**src/rtl/frame_buf_ring.sv**
```systemverilog
// Ring of NUM_BUFS whole-frame buffers between a pixel producer and a consumer.
// Frames are committed only when complete and released only once fully read.
module frame_buf_ring #(
  parameter int DATA_WIDTH    = 24,
  parameter int ADDR_WIDTH    = 3,
  parameter int BUF_SEL_WIDTH = 1,
  parameter int DROP_ON_FULL  = 1
) (
  input  logic                     clk,
  input  logic                     reset,
  input  logic                     wr_en_in,
  input  logic [DATA_WIDTH-1:0]    data_in,
  output logic                     wr_rdy,
  output logic                     overflow,
  input  logic                     rd_en_in,
  output logic [DATA_WIDTH-1:0]    data_out,
  output logic                     rd_valid,
  output logic                     frame_start,
  output logic                     rd_frame_done,
  output logic [BUF_SEL_WIDTH:0]   frames_avail
);

  localparam int MEM_DEPTH = 1 << (BUF_SEL_WIDTH + ADDR_WIDTH);
  localparam logic [ADDR_WIDTH-1:0]  LAST_ADDR = '1;
  localparam logic [BUF_SEL_WIDTH:0] FULL_CNT  = {1'b1, {BUF_SEL_WIDTH{1'b0}}};

  typedef enum logic [1:0] {W_IDLE, W_FILL, W_DROP} wr_state_t;
  typedef enum logic       {R_IDLE, R_READ}         rd_state_t;

  wr_state_t wr_state;
  rd_state_t rd_state;

  logic [DATA_WIDTH-1:0]    mem [MEM_DEPTH];
  logic [BUF_SEL_WIDTH-1:0] wr_buf, rd_buf;
  logic [ADDR_WIDTH-1:0]    wr_addr, rd_addr;
  logic full, wr_store, commit, rd_fire, rd_release;

  // Handshake: a write beat transfers on a clock edge where wr_en_in && wr_rdy.
  // wr_rdy depends only on registered state, never on wr_en_in.
  always_comb begin
    full       = (frames_avail == FULL_CNT);
    wr_rdy     = (DROP_ON_FULL != 0) || (wr_state != W_IDLE) || !full;
    wr_store   = wr_en_in && ((wr_state == W_IDLE && !full) || wr_state == W_FILL);
    commit     = wr_en_in && (wr_state == W_FILL) && (wr_addr == LAST_ADDR);
    rd_fire    = rd_en_in && ((rd_state == R_READ) || (frames_avail != '0));
    rd_release = rd_en_in && (rd_state == R_READ) && (rd_addr == LAST_ADDR);
  end

  // Addresses sit at zero whenever an FSM is idle, so {buf,addr} is always the target.
  always_ff @(posedge clk) begin
    if (wr_store) mem[{wr_buf, wr_addr}] <= data_in;
  end

  always_ff @(posedge clk) begin
    if (reset) begin
      wr_state <= W_IDLE;
      wr_buf   <= '0;
      wr_addr  <= '0;
      overflow <= 1'b0;
    end else begin
      overflow <= 1'b0;
      case (wr_state)
        W_IDLE: begin
          if (wr_en_in && !full) begin
            wr_addr  <= wr_addr + ADDR_WIDTH'(1);
            wr_state <= W_FILL;
          end else if (wr_en_in && DROP_ON_FULL != 0) begin
            overflow <= 1'b1;
            wr_addr  <= wr_addr + ADDR_WIDTH'(1);
            wr_state <= W_DROP;
          end
        end
        W_FILL: begin
          if (wr_en_in) begin
            wr_addr <= wr_addr + ADDR_WIDTH'(1);
            if (wr_addr == LAST_ADDR) begin
              wr_buf   <= wr_buf + BUF_SEL_WIDTH'(1);
              wr_state <= W_IDLE;
            end
          end
        end
        W_DROP: begin
          if (wr_en_in) begin
            wr_addr <= wr_addr + ADDR_WIDTH'(1);
            if (wr_addr == LAST_ADDR) wr_state <= W_IDLE;
          end
        end
        default: wr_state <= W_IDLE;
      endcase
    end
  end

  always_ff @(posedge clk) begin
    if (reset) begin
      rd_state      <= R_IDLE;
      rd_buf        <= '0;
      rd_addr       <= '0;
      rd_valid      <= 1'b0;
      frame_start   <= 1'b0;
      rd_frame_done <= 1'b0;
      data_out      <= '0;
    end else begin
      rd_valid      <= rd_fire;
      frame_start   <= rd_fire && (rd_state == R_IDLE);
      rd_frame_done <= rd_release;
      if (rd_fire) begin
        data_out <= mem[{rd_buf, rd_addr}];
        rd_addr  <= rd_addr + ADDR_WIDTH'(1);
      end
      case (rd_state)
        R_IDLE: if (rd_fire) rd_state <= R_READ;
        R_READ: begin
          if (rd_release) begin
            rd_buf   <= rd_buf + BUF_SEL_WIDTH'(1);
            rd_state <= R_IDLE;
          end
        end
        default: rd_state <= R_IDLE;
      endcase
    end
  end

  // The frame being read stays counted until release, so the writer can never reach it.
  always_ff @(posedge clk) begin
    if (reset) begin
      frames_avail <= '0;
    end else begin
      case ({commit, rd_release})
        2'b10:   frames_avail <= frames_avail + (BUF_SEL_WIDTH+1)'(1);
        2'b01:   frames_avail <= frames_avail - (BUF_SEL_WIDTH+1)'(1);
        default: frames_avail <= frames_avail;
      endcase
    end
  end

endmodule

```
**config.mk**
```make
export PLATFORM = sky130hd
export DESIGN_NAME = frame_buf_ring
export DESIGN_NICKNAME = d
export VERILOG_FILES = /design/src/rtl/frame_buf_ring.sv
export SDC_FILE = /design/constraint.sdc
export NUM_CORES = 1
export LEC_CHECK = 0
export CORE_MARGIN = 3
export CORE_UTILIZATION = 50
export DETAILED_ROUTE_END_ITERATION = 7
export PLACE_DENSITY = 0.7
export SYNTH_ARGS = -nofsm -noshare
export SYNTH_HDL_FRONTEND = slang
export SYNTH_SLANG_ARGS = --single-unit
```
**constraint.sdc**
```tcl
create_clock -name clk -period 4.9 [get_ports clk]
set_clock_uncertainty 0.1 [all_clocks]
set_input_delay 1.47 -clock clk [delete_from_list [all_inputs] [get_ports clk]]
set_output_delay 1.47 -clock clk [all_outputs]
set_load 0.02 [all_outputs]
```
# ---- Word level (Yosys, flattened, before mapping)
# Memory sizes are Yosys's and may differ from the RTL's. A register that Yosys moved wholly into a read port is not among the register bits.
# Index checks and enable logic that the tools add are counted.
dict set report totals {
  regBits 17
  memories 1
  ram_bits 384
  out_inout_bits 31
  input_bits 28
}
dict set report op_classes {
  n_mux 15
  bitwise 2
  n_reduce_logical 21
  n_addsub 6
  eq_ne 10
}
# memory depth word_bits read_ports rd_clocked_by_memory_dff write_ports line
set mem_list {}
lappend mem_list {mem 16 24 1 1 1 33} ;# logic [DATA_WIDTH-1:0] mem [MEM_DEPTH];
# operator count
set op_table {}
lappend op_table {{$logic_and 1x1->1} 9}
lappend op_table {{$mux 2} 4}
lappend op_table {{$pmux 2 s2} 2}
lappend op_table {{$add 3x1->3 const B} 2}
lappend op_table {{$eq 2x2->1 const B} 3}
lappend op_table {{$eq 3x3->1 const B} 2}
lappend op_table {{$mux 3} 2}
lappend op_table {{$pmux 3 s2} 1}
lappend op_table {{$reduce_and 3->1} 2}
lappend op_table {{$reduce_bool 2->1} 3}
lappend op_table {{$mux 1} 5}
lappend op_table {{$eq 2x1->1 const B} 2}
lappend op_table {{$ne 2x1->1 const B} 2}
lappend op_table {{$ne 3x2->1 const B} 1}
lappend op_table {{$reduce_or 3->1} 1}
lappend op_table {{$add 1x1->1 const B} 2}
lappend op_table {{$add 2x1->2 const B} 1}
lappend op_table {{$logic_not 2->1} 1}
lappend op_table {{$logic_or 1x1->1} 2}
lappend op_table {{$not 1->1} 2}
lappend op_table {{$pmux 1 s2} 1}
lappend op_table {{$reduce_and 2->1} 1}
lappend op_table {{$reduce_or 2->1} 1}
lappend op_table {{$sub 2x1->2 const B} 1}
lappend op_table {{$logic_not 1->1} 1}

# ---- Logic depth before layout (Yosys ltp)
# Gate-level depths: netlist (run 1).
dict set report logic_depth {
  ltp_word 7
  ltp_mapped 8
  ltp_nobuf 7
}

# ---- Least setup slack after synthesis (run 1)
# OpenSTA, ideal clock, no wires.
dict set report synth_path {
  path_kind {input port to flip-flop}
  from {input port wr_en_in}
  to {memory mem[12][0], enable pin}
  required_ns 4.334
  path_buffers 2
  path_slack_ns -0.007
  stages 3
  t_arrival_ns 4.341
  setup_time_ns 0.466
  cell_sequence {clkbuf_1 -> clkbuf_1 -> nor4bb_1}
}
dict set report synth_via {
  elab_chain_len 3
}
# item line
set synth_lines {}
lappend synth_lines {{start, declared} 11} ;# input logic wr_en_in,
lappend synth_lines {{$logic_and 1x1->1} 43} ;# wr_store = wr_en_in && ((wr_state == W_IDLE && !full) || wr_state == W_FILL);
lappend synth_lines {{$mux 1} 51} ;# if (wr_store) mem[{wr_buf, wr_addr}] <= data_in;
lappend synth_lines {{$mux 1 (implied by the code)} 51}
lappend synth_lines {{end, declared} 33}
# No other way between the ends.

# ---- Final worst setup path (run 1)
dict set report layout_path {
  from {input port wr_en_in}
  to {memory mem[14][4], enable pin}
}
# Same word-level chain as after synthesis.

==> results of run 1 <==
[power by group]
part	switching, mW	leakage [nW]	total, mW	internal [mW]
registers	0.0111	3.80	4.00	3.99
logic	0.116	1.29	0.191	0.0746
clock network	1.28	0.649	3.09	1.80
total	1.41	5.74	7.28	5.87
[how the worst max path moves through the flow]
stage              from                     to  slack, ps  depth (start not counted)
6_report       wr_en_in   mem[14][4]$_DFFE_PP_       1510                          2
5_1_grt        wr_en_in    mem[5][5]$_DFFE_PP_       1460                          2
4_1_cts        wr_en_in  mem[14][22]$_DFFE_PP_       1530                          2
3_5_place_dp   wr_en_in   mem[14][5]$_DFFE_PP_       1010                          2
3_3_place_gp   wr_en_in   mem[14][2]$_DFFE_PP_       1120                          2
2_1_floorplan  wr_en_in    mem[7][0]$_DFFE_PP_        0.3                          3
[cell usage in the layout (no fill, tap or decap), drive strengths merged, types with 6 or more instances in the layout]
| master | netlist | final |
|---|---|---|
| clkdlybuf4s50 | 0 | 57 |
| edfxtp | 384 | 384 |
| dfxtp | 41 | 41 |
| mux2i | 52 | 52 |
| ha | 11 | 11 |
| o221ai | 24 | 24 |
| clkinv | 0 | 9 |
| mux4 | 96 | 96 |
| inv | 5 | 6 |
| nor4bb | 13 | 13 |
| nor2 | 10 | 10 |
| buf | 22 | 22 |
| nand3b | 24 | 24 |
| clkbuf | 24 | 62 |
[metal layers]
metal	GRT usage [%]	part of all wire, %	up-vias
li1	-	-	3282
met2	31.60	51	242
met5	0	0	-
met3	3.382	5.9	36
met1	26.15	42	4049
met4	4.158	1.6	0
[per-stage QoR]
step | hold WS, ps | total power, mW | utilization [%] | instance area, um2
finish | 404.3 | 7.282 | 59.39 | 18880
global route | 445.2 | 7.512 | 59.39 | 18880
CTS | 410.4 | 7.346 | 59.39 | 18880
detailed placement | 385.8 | 4.273 | 55.14 | 17540
global placement | 376.6 | 4.258 | 55.14 | 17540
floorplan | 366.1 | 4.156 | - | 16300
[worst register-to-register path: stages (launching register included)]
cell and delay, ps:
dfxtp_4 960, buf_4 680, mux4_2 430, mux2i_1 230
o221ai_1 170
[flip-flops by register name, indices dropped and copies added, names as in the netlist, named ones only]
signal         count
rd_state           1
frame_start        1
mem              384
wr_addr            2
overflow           1
wr_buf             1
rd_addr            3
frames_avail       2
rd_frame_done      1
rd_valid           1
rd_buf             1
data_out          24
wr_state           2
[final cells by class]
type	instances	area [um2]	area share [%]
Clock buffer	62	1237	6.553
Clock inverter	15	111.4	0.5897
Inverter	5	18.77	0.09938
Multi-Input combinational cell	271	3864	20.46
Sequential cell	425	12360	65.45
Tap cell	435	544.3	2.882
Timing Repair Buffer	79	748.2	3.962
[logic make-up after synthesis]
family / after synthesis / synth area share (%)
DFF: 425 / 75.97
and+or+nand+nor: 71 / 3.117
AOI/OAI and AO/OA: 34 / 1.678
adders and majority gates: 11 / 0.8465
buffers and inverters: 51 / 1.547
other: 1 / 0.02306
xor gates and xnor gates: 6 / 0.3233
muxes: 148 / 16.50
==> metrics.log, run 1 <==
[metrics] number of ports placed on the die boundary: 59
[metrics] setup fix buffers added after clock tree synthesis: 0
[metrics] post-route minimum period: between 3000 and 4000 ps
[metrics] pin count of the biggest net entering global routing: slightly above 60
[metrics] wire length of the first global-routing pass: ~50000 um
[metrics] Worst Path Required: approximately 5000 ps
[metrics] Worst Max-Slew Pin Slew: about 1100 ps
[metrics] critical path arrival: 3440 ps
[metrics] number of hold-repair buffers added at the cts stage: 0
[metrics] final-report max-slew violation count: 0
[metrics] cell area power density: about 390 nW/um2
[metrics] setup repair after global routing missed its margin: no
[metrics] Filler cells: ~2200
[metrics] mean instance size in the synthesized netlist: approximately 22 um2
[metrics] gate count after technology mapping: 747
[metrics] fin cells: around 1300
[metrics] origin of the worst min-delay path: data_out[19]$_SDFFE_PP0P_
[metrics] mean number of vias per cell: slightly below 6
[metrics] kind of critical path: input pin to flop
[metrics] number of DRC violations after detailed-routing iteration 0: about 630
[metrics] Hold Crit Depth: 2
[metrics] core area: around 32000 um2
[metrics] number of sinks handled by clock tree synthesis: roughly 430
[metrics] critical path, cell by cell: clkdlybuf4s50_1 > and4bb_2
[metrics] count of vias placed by the detailed router: around 7600
[metrics] post-route setup TNS: 0 ps
[metrics] vias in the first global route: approximately 8000
[metrics] worst hold path endpoint: data_out[19]$_SDFFE_PP0P_
[metrics] area growth from synthesis to layout: 16.14%
[metrics] endpoint of the worst register-to-register path: data_out[23]$_SDFFE_PP0P_
[metrics] maximum level of the CTS H-tree: 2
[metrics] first-pass iteration count of the detailed router: 7
[metrics] number of setup violations in the final report: 0
[metrics] Post-synth top flop: edfxtp_1
[metrics] min setup slack post-route: 1506 ps
[metrics] Max stage delay cell, worst path: clkdlybuf4s50_1
[metrics] synthesized net count: 786
[metrics] Reg2Reg Launch Point: rd_addr[1]$_SDFFE_PP0P_
[metrics] number of port buffers: 57
[metrics] cells taking the most area after synthesis: edfxtp_1, mux4_2, dfxtp_1, mux2i_1, o221ai_1
[metrics] Net count, final: 863
[metrics] area share of the largest cell type after synthesis: between 70 and 80%
[metrics] Post-Synthesis Cell Area: about 16000 um2
[metrics] clock-pin slew on the worst setup and hold paths: roughly 60 ps
[metrics] CTS root buffer: clkbuf_16
[metrics] routability cong.: roughly 0.73
[metrics] Leak Pwr: 5.742 nW
[metrics] share of the clock period used by the worst path after layout: between 60 and 70%
[metrics] grt ovf: 0
[metrics] slack of the worst reg-to-reg path: approximately 2200 ps
[metrics] die boundary height: between 150 and 200 um
[metrics] flops & latches, synth: approximately 430
[metrics] top cells by count, synth: edfxtp_1, mux4_2, mux2i_1, dfxtp_1
[metrics] count of flip-flops with a built-in enable after synthesis: 384
[metrics] initial core utilization: about half
[metrics] top cell family by delay on the critical path: buffers and inverters
[metrics] Final Routed Wirelength: ~32000 um
[metrics] share of the yosys chip area belonging to registers: approximately three quarters
[metrics] full die area: about 35000 um2
[metrics] run status: finished clean
[metrics] post-synthesis cell type count: 34
[metrics] fmax: approximately 0.29 GHz
[metrics] die outline width: ~190 um
[metrics] post-DR wirelength/cell: 24.84 um
[metrics] dpl ws: between 1000 and 1500 ps
[metrics] CTS tree: yes
[metrics] GRT Resource Usage Total: between 10% and 20%
[metrics] Hold Violations, Final: 0
[metrics] proportion of layout cells with a drive suffix above 1: 23.69%
[metrics] number of antenna violations at the first check in global routing: 0
[metrics] CTS resizes: 0
[metrics] clock latency of the later-clocked register in the worst-skew pair: between 500 and 600 ps
[metrics] IR drop worst, VDD: 283.0 uV
[metrics] HPWL after detailed placement: about 18000 um
[metrics] stage delay of the slowest cell on the critical path: approximately 990 ps
[metrics] logic depth of the worst register-to-register path: 4
[metrics] highest net fanout along the worst path: 24
[metrics] Max transition margin: 24.24%
[metrics] standard-cell row count: 65
[metrics] ys async rst share: 0%
[metrics] sort of element at the end of the critical path: flop
[metrics] # diodes: 0
[metrics] number of remaining DRC errors: 0
[metrics] min-delay worst type: flop to flop
[metrics] placed cell count: ~1200
[metrics] area leader, netlist: edfxtp_1
[metrics] WP buf/inv: 1
[metrics] maximum number of buffers from clock root to sink: 3
[metrics] cell with the most instances after synthesis: edfxtp_1
[metrics] residual antenna-violating net count after detailed routing: 0
[metrics] max capacitance violation total: 0
[metrics] CTS buffer count: between 40 and 50
[metrics] Worst setup SP type: input pin
[metrics] number of warnings reported in the yosys synthesis log: 0
(Power assumes the default switching activity.)
==> inputs of run 2 (changes only) <==
--- a/config.mk
+++ b/config.mk
@@ -8,7 +8,7 @@
 export CORE_MARGIN = 3
 export CORE_UTILIZATION = 50
 export DETAILED_ROUTE_END_ITERATION = 7
-export PLACE_DENSITY = 0.7
+export PLACE_DENSITY = 0.67
 export SYNTH_ARGS = -nofsm -noshare
 export SYNTH_HDL_FRONTEND = slang
 export SYNTH_SLANG_ARGS = --single-unit
==> constraint.sdc (replaced) <==
create_clock -name clk -period 3.35 [get_ports clk]
set_clock_uncertainty 0.1 [all_clocks]
set_input_delay 1.005 -clock clk [delete_from_list [all_inputs] [get_ports clk]]
set_output_delay 1.005 -clock clk [all_outputs]
set_load 0.02 [all_outputs]
==> run 2 against run 1 <==
  * Non-clock buffer count grew 8
  * Wire length grew 6.2%
  * Critical path depth shrank 1
  * Highest routed layer unchanged
  * Largest cell class unchanged
  * Clock power grew 46%
  * First-iteration DRC count grew 18%
  * Sequential power grew 46%
  * Critical endpoint is now frames_avail[0]
  * Die area is the same
  * Sequential share of layout area shrank 0.38 points
==> metrics.log, run 2 (same netlist as run 1, synthesis figures left out) <==
[metrics] biggest registers after layout: mem x384, data_out x24, rd_addr x3
[metrics] vias in the first global route: 8034
[metrics] clock-pin slew on the worst setup and hold paths: around 60 ps
[metrics] CTS buffer count: 42
[metrics] setup fix buffers added after clock tree synthesis: 0
[metrics] max reg flops: roughly 380
[metrics] kind of critical path: flop to output port
[metrics] number of hold-repair buffers added at the cts stage: 0
[metrics] standard-cell row count: 65
[metrics] area occupied by multi-input gates: a little under 4000 um2
[metrics] total power after layout: around 11 mW
[metrics] CTS tree: yes
[metrics] max capacitance violation total: 0
[metrics] min-delay worst type: flop to flop
[metrics] setup repair after global routing missed its margin: no
[metrics] fin cells: around 1300
[metrics] maximum number of buffers from clock root to sink: 3
[metrics] stage delay of the slowest cell on the critical path: approximately 670 ps
[metrics] sort of element at the end of the critical path: output port
[metrics] area taken by flip-flops and latches: roughly 12000 um2
[metrics] Worst setup SP type: flop
[metrics] first-pass iteration count of the detailed router: 5
[metrics] number of DRC violations after detailed-routing iteration 0: around 750
[metrics] grt met1 use: a little over 30%
[metrics] residual antenna-violating net count after detailed routing: 0
[metrics] cell area power density: about 560 nW/um2
[metrics] pin count of the biggest net entering global routing: 58
[metrics] origin of the worst min-delay path: wr_state[1]$_SDFFE_PP0P_
[metrics] share of the clock period used by the worst path after layout: between 80% and 90%
[metrics] die boundary height: 186.3 um
[metrics] Leak Pwr: roughly 5.8 nW
[metrics] HPWL after detailed placement: between 20000 and 25000 um
[metrics] Filler cells: ~2200
[metrics] placed cell count: 1223
[metrics] final-report max-slew violation count: 0
[metrics] post-route minimum period: roughly 2800 ps
[metrics] hold_ws: roughly 400 ps
[metrics] critical path, cell by cell: clkdlybuf4s50_1
[metrics] Worst Max-Slew Pin Slew: 771.2 ps
[metrics] fmax: about 0.36 GHz
[metrics] number of setup violations in the final report: 0
[metrics] proportion of layout cells with a drive suffix above 1: approximately a quarter
[metrics] number of antenna violations at the first check in global routing: 0
[metrics] WP buf/inv: 1
[metrics] layer with the highest usage: met1
[metrics] CTS root buffer: clkbuf_16
[metrics] post-route setup TNS: 0 ps
[metrics] post-DR wirelength/cell: 26.26 um
[metrics] most common library cell in the layout ignoring fill and taps: edfxtp_1
[metrics] run status: finished clean
[metrics] top cell family by delay on the critical path: buffers and inverters
[metrics] number of ports placed on the die boundary: 59
[metrics] number of sinks handled by clock tree synthesis: approximately 430
[metrics] die outline width: 186.3 um
[metrics] Hold Violations, Final: 0
[metrics] core area: between 30000 and 40000 um2
[metrics] # diodes: 0
[metrics] initial core utilization: between 50% and 60%
[metrics] Util after Layout: around three fifths
[metrics] Reg2Reg Launch Point: rd_addr[0]$_SDFFE_PP0P_
[metrics] count of vias placed by the detailed router: between 7000 and 8000
[metrics] area growth from synthesis to layout: 16.83%
[metrics] GR met2 Demand/Resource: 29.61%
[metrics] maximum level of the CTS H-tree: 2
[metrics] grt ovf: 0
[metrics] clock latency of the later-clocked register in the worst-skew pair: 530 ps
[metrics] full die area: roughly 35000 um2
[metrics] routability cong.: about 0.74
[metrics] register containing the most flip-flops in the final layout: mem
[metrics] CTS resizes: 0
[metrics] Net count, final: 871
[metrics] number of port buffers: 57
[metrics] Worst Path Required: approximately 2200 ps
[metrics] highest net fanout along the worst path: 6
[metrics] GRT Resource Usage Total: 19.81%
[metrics] IR drop worst, VDD: between 500 and 600 uV
[metrics] Final Routed Wirelength: 34080 um
[metrics] routing usage on met3: 4.208%
[metrics] wire length of the first global-routing pass: approximately 52000 um
[metrics] critical path arrival: approximately 1700 ps
[metrics] Max transition margin: around half
[metrics] commonest non-fill, non-tap cells in the layout: edfxtp_1, mux4_2, clkdlybuf4s50_1, mux2i_1, clkbuf_16
[metrics] Max stage delay cell, worst path: clkdlybuf4s50_1
[metrics] mean number of vias per cell: around 6
[metrics] Critical path origin: frames_avail[0]$_SDFFE_PP0P_
[metrics] number of remaining DRC errors: 0
-- run 2: metal layers --
layer,routed length [um],share of wire [%]
met1,15550,46
met2,15580,46
met3,2370,7.0
met4,580,1.7
met5,0,0
-- run 2: path summary, 6_finish.rpt --
| kind | endpoint | slack (ps) | cells past startpoint |
|---|---|---|---|
| worst max-delay path | frames_avail[0] | 560 | 1 |
| worst min-delay path | wr_state[1]$_SDFFE_PP0P_ | 400 | 2 |
| worst max register to register | data_out[2]$_SDFFE_PP0P_ | 970 | 4 |
| worst min register to register | wr_state[1]$_SDFFE_PP0P_ | 400 | 2 |
-- run 2: cell type report --
class / count / share of cell area [%]
clock inverter: 17 / 0.7904
tap: 435 / 2.865
timing repair buffer: 87 / 4.650
sequential: 425 / 65.07
inverter: 5 / 0.09880
multi-input combinational: 271 / 20.34
clock buffer: 58 / 6.185
-- run 2: worst min-delay path: stages, from the launching register on --
cell	delay, ps
dfxtp_1	320
o21ai_0	70
a21oi_1	60
-- run 2: metrics by stage --
stage,cell area [um2],setup WS [ps]
after global placement,17670,463.8
after CTS,19000,556.0
after global routing,19000,512.4
final,19000,562.5
after floorplan,16370,-184.5
after detailed placement,17670,391.4
-- run 2: power breakdown --
part	leakage (nW)	total (mW)	internal [mW]	switching, mW
clock	0.648	4.51	2.67	1.84
combinational	1.35	0.303	0.110	0.193
sequential	3.80	5.86	5.84	0.0177
total	5.80	10.7	8.62	2.05
==> inputs of run 3 (changes only) <==
--- a/config.mk
+++ b/config.mk
@@ -8,7 +8,7 @@
 export CORE_MARGIN = 3
 export CORE_UTILIZATION = 50
 export DETAILED_ROUTE_END_ITERATION = 7
-export PLACE_DENSITY = 0.67
+export PLACE_DENSITY = 0.7
 export SYNTH_ARGS = -nofsm -noshare
 export SYNTH_HDL_FRONTEND = slang
 export SYNTH_SLANG_ARGS = --single-unit
==> constraint.sdc (replaced) <==
create_clock -name clk -period 2.5 [get_ports clk]
set_clock_uncertainty 0.1 [all_clocks]
set_input_delay 0.75 -clock clk [delete_from_list [all_inputs] [get_ports clk]]
set_output_delay 0.75 -clock clk [all_outputs]
set_load 0.02 [all_outputs]
==> run 3 against run 2 <==
  * Sequential power is 34% higher
  * Critical endpoint is now data_out[13]
  * Global-route usage hardly changed
  * Largest cell class unchanged
  * Worst hold slack better by 4.1 ps
  * Count of clock-buffer cells in the layout is 2 lower
  * Largest power group unchanged
==> metrics.log, run 3 (same netlist as run 1, synthesis figures left out) <==
[metrics] run status: finished clean
[metrics] share of the clock period used by the worst path after layout: 96.39%
[metrics] critical path arrival: 1560 ps
[metrics] residual antenna-violating net count after detailed routing: 0
[metrics] Leak Pwr: between 5 and 6 nW
[metrics] number of sinks handled by clock tree synthesis: 425
[metrics] wire length of the first global-routing pass: roughly 52000 um
[metrics] Worst setup SP type: flop
[metrics] Worst Max-Slew Pin Slew: roughly 720 ps
[metrics] sort of element at the end of the critical path: output port
[metrics] biggest registers after layout: mem x384, data_out x24, rd_addr x3
[metrics] post-route minimum period: 2410 ps
[metrics] vias in the first global route: 8338
[metrics] Final Routed Wirelength: around 34000 um
[metrics] proportion of layout cells with a drive suffix above 1: 26.01%
[metrics] Sw Ratio: between 10% and 20%
[metrics] maximum number of buffers from clock root to sink: 3
[metrics] kind of critical path: flop to output port
[metrics] IR drop worst, VDD: roughly 430 uV
[metrics] Util after Layout: between 60% and 70%
[metrics] number of hold-repair buffers added at the cts stage: 0
[metrics] full die area: roughly 35000 um2
[metrics] GRT Resource Usage Total: just under 20%
[metrics] total cell area at the placement stage: about 18000 um2
[metrics] combinational share of power: 2.9%
[metrics] number of setup violations in the final report: 0
[metrics] fin cells: 1323
[metrics] routability cong.: between 0.7 and 0.8
[metrics] register containing the most flip-flops in the final layout: mem
[metrics] maximum level of the CTS H-tree: 2
[metrics] internal power of the cells: roughly 12 mW
[metrics] clock network power share: a little over two fifths
[metrics] area growth from synthesis to layout: 18.78%
[metrics] post-DR wirelength/cell: ~26 um
[metrics] clock-pin slew on the worst setup and hold paths: roughly 60 ps
[metrics] top cell family by delay on the critical path: buffers and inverters
[metrics] Max stage delay cell, worst path: clkdlybuf4s50_1
[metrics] most common library cell in the layout ignoring fill and taps: edfxtp_1
[metrics] number of antenna violations at the first check in global routing: 0
[metrics] setup repair after global routing missed its margin: no
[metrics] Worst Path Required: approximately 1700 ps
[metrics] fmax: just over 0.4 GHz
[metrics] standard-cell row count: between 60 and 70
[metrics] CTS tree: yes
[metrics] first-pass iteration count of the detailed router: 5
[metrics] number of port buffers: 57
[metrics] number of DRC violations after detailed-routing iteration 0: 849
[metrics] placed cell count: 1246
[metrics] area of all placed cells without fillers: between 15000 and 20000 um2
[metrics] initial core utilization: about half
[metrics] mean number of vias per cell: roughly 6.0
[metrics] number of remaining DRC errors: 0
[metrics] Net count, final: roughly 900
[metrics] max reg flops: 384
[metrics] core area: ~32000 um2
[metrics] post-route setup TNS: 0 ps
[metrics] total net switching power: ~2.8 mW
[metrics] Max transition margin: about half
[metrics] stage delay of the slowest cell on the critical path: around 640 ps
[metrics] max capacitance violation total: 0
[metrics] grt ovf: 0
[metrics] hold_ws: approximately 400 ps
[metrics] CTS root buffer: clkbuf_16
[metrics] final-report max-slew violation count: 0
[metrics] commonest non-fill, non-tap cells in the layout: edfxtp_1, mux4_2, clkdlybuf4s50_1, mux2i_1, clkbuf_16
[metrics] CTS buffer count: 43
[metrics] Hold Violations, Final: 0
[metrics] number of ports placed on the die boundary: 59
[metrics] die boundary height: between 150 and 200 um
[metrics] highest net fanout along the worst path: 2
[metrics] WP buf/inv: 1
[metrics] clock latency of the later-clocked register in the worst-skew pair: between 500 and 600 ps
[metrics] cell area power density: about 740 nW/um2
[metrics] HPWL after detailed placement: 21900 um
[metrics] pin count of the biggest net entering global routing: 66
[metrics] critical path, cell by cell: clkdlybuf4s50_1
[metrics] count of vias placed by the detailed router: ~8000
[metrics] min-delay worst type: flop to flop
[metrics] die outline width: ~190 um
[metrics] # diodes: 0
[metrics] portion of total power attributed to sequential cells: between 50% and 60%
[run 3: cell count changes in the layout (fill, tap and decap cells not counted), sizes merged]
cell           before  now
buf                30   53
clkinv             14   16
dlymetal6s2s        0    1
clkbuf             58   56
inv                 5    6
bufinv              3    2
clkinvlp            0    2
dlygate4sd2         0    1
clkdlybuf4s50      57   55
[run 3: cell type report]
cell class	count	area [um2]
well taps	435	544.3
repair buffers	110	1182
clock inverters	21	155.1
clock buffers	56	1187
flip-flops and latches	425	12360
inverters	5	18.77
multi-input cells	271	3864
fillers	2141	12490
[run 3: metrics by stage]
step,total power [mW],setup slack [ps]
6_report,14.31,90.14
5_1_grt,14.73,46.91
4_1_cts,14.42,60.20
3_5_place_dp,8.419,-55.19
3_3_place_gp,8.390,14.97
2_1_floorplan,8.170,-432.0
[run 3: power groups by stage]
stage	logic, mW	clock network, mW	registers (mW)
final	0.421	6.04	7.85
after global placement	0.397	0	7.99
after CTS	0.421	6.15	7.85
after global routing	0.448	6.43	7.85
after floorplan	0.176	0	7.99
after detailed placement	0.419	0	8.00
[run 3: timing repair]
item	4_1_cts	5_1_grt
resized for setup	1	1
buffers inserted	0	0
setup endpoints to repair	1	1
[run 3: final timing paths]
| path | from | to | slack (ps) | depth (start not counted) |
|---|---|---|---|---|
| setup / recovery | data_out[13]$_SDFFE_PP0P_ | data_out[13] | 90 | 1 |
| hold / removal | data_out[4]$_SDFFE_PP0P_ | data_out[4]$_SDFFE_PP0P_ | 400 | 2 |
| hold reg to reg | data_out[4]$_SDFFE_PP0P_ | data_out[4]$_SDFFE_PP0P_ | 400 | 2 |
| setup reg to reg | wr_addr[0]$_SDFFE_PP0P_ | frames_avail[1]$_SDFFE_PP0P_ | 330 | 6 |
[run 3: worst register-to-register path: stages (launching register included)]
cell,delay (ps)
dfxtp_1,400
ha_1,370
ha_1,270
nand3_1,120
ha_1,350
or3_1,350
a21oi_1,150
[run 3: routing by layer]
metal | up-vias | global-route usage, % | share of wire [%]
li1 | 3348 | - | -
met1 | 4168 | 29.61 | 43
met2 | 353 | 30.24 | 46
met3 | 67 | 4.528 | 8.7
met4 | 0 | 5.118 | 2.1
met5 | - | 0 | 0
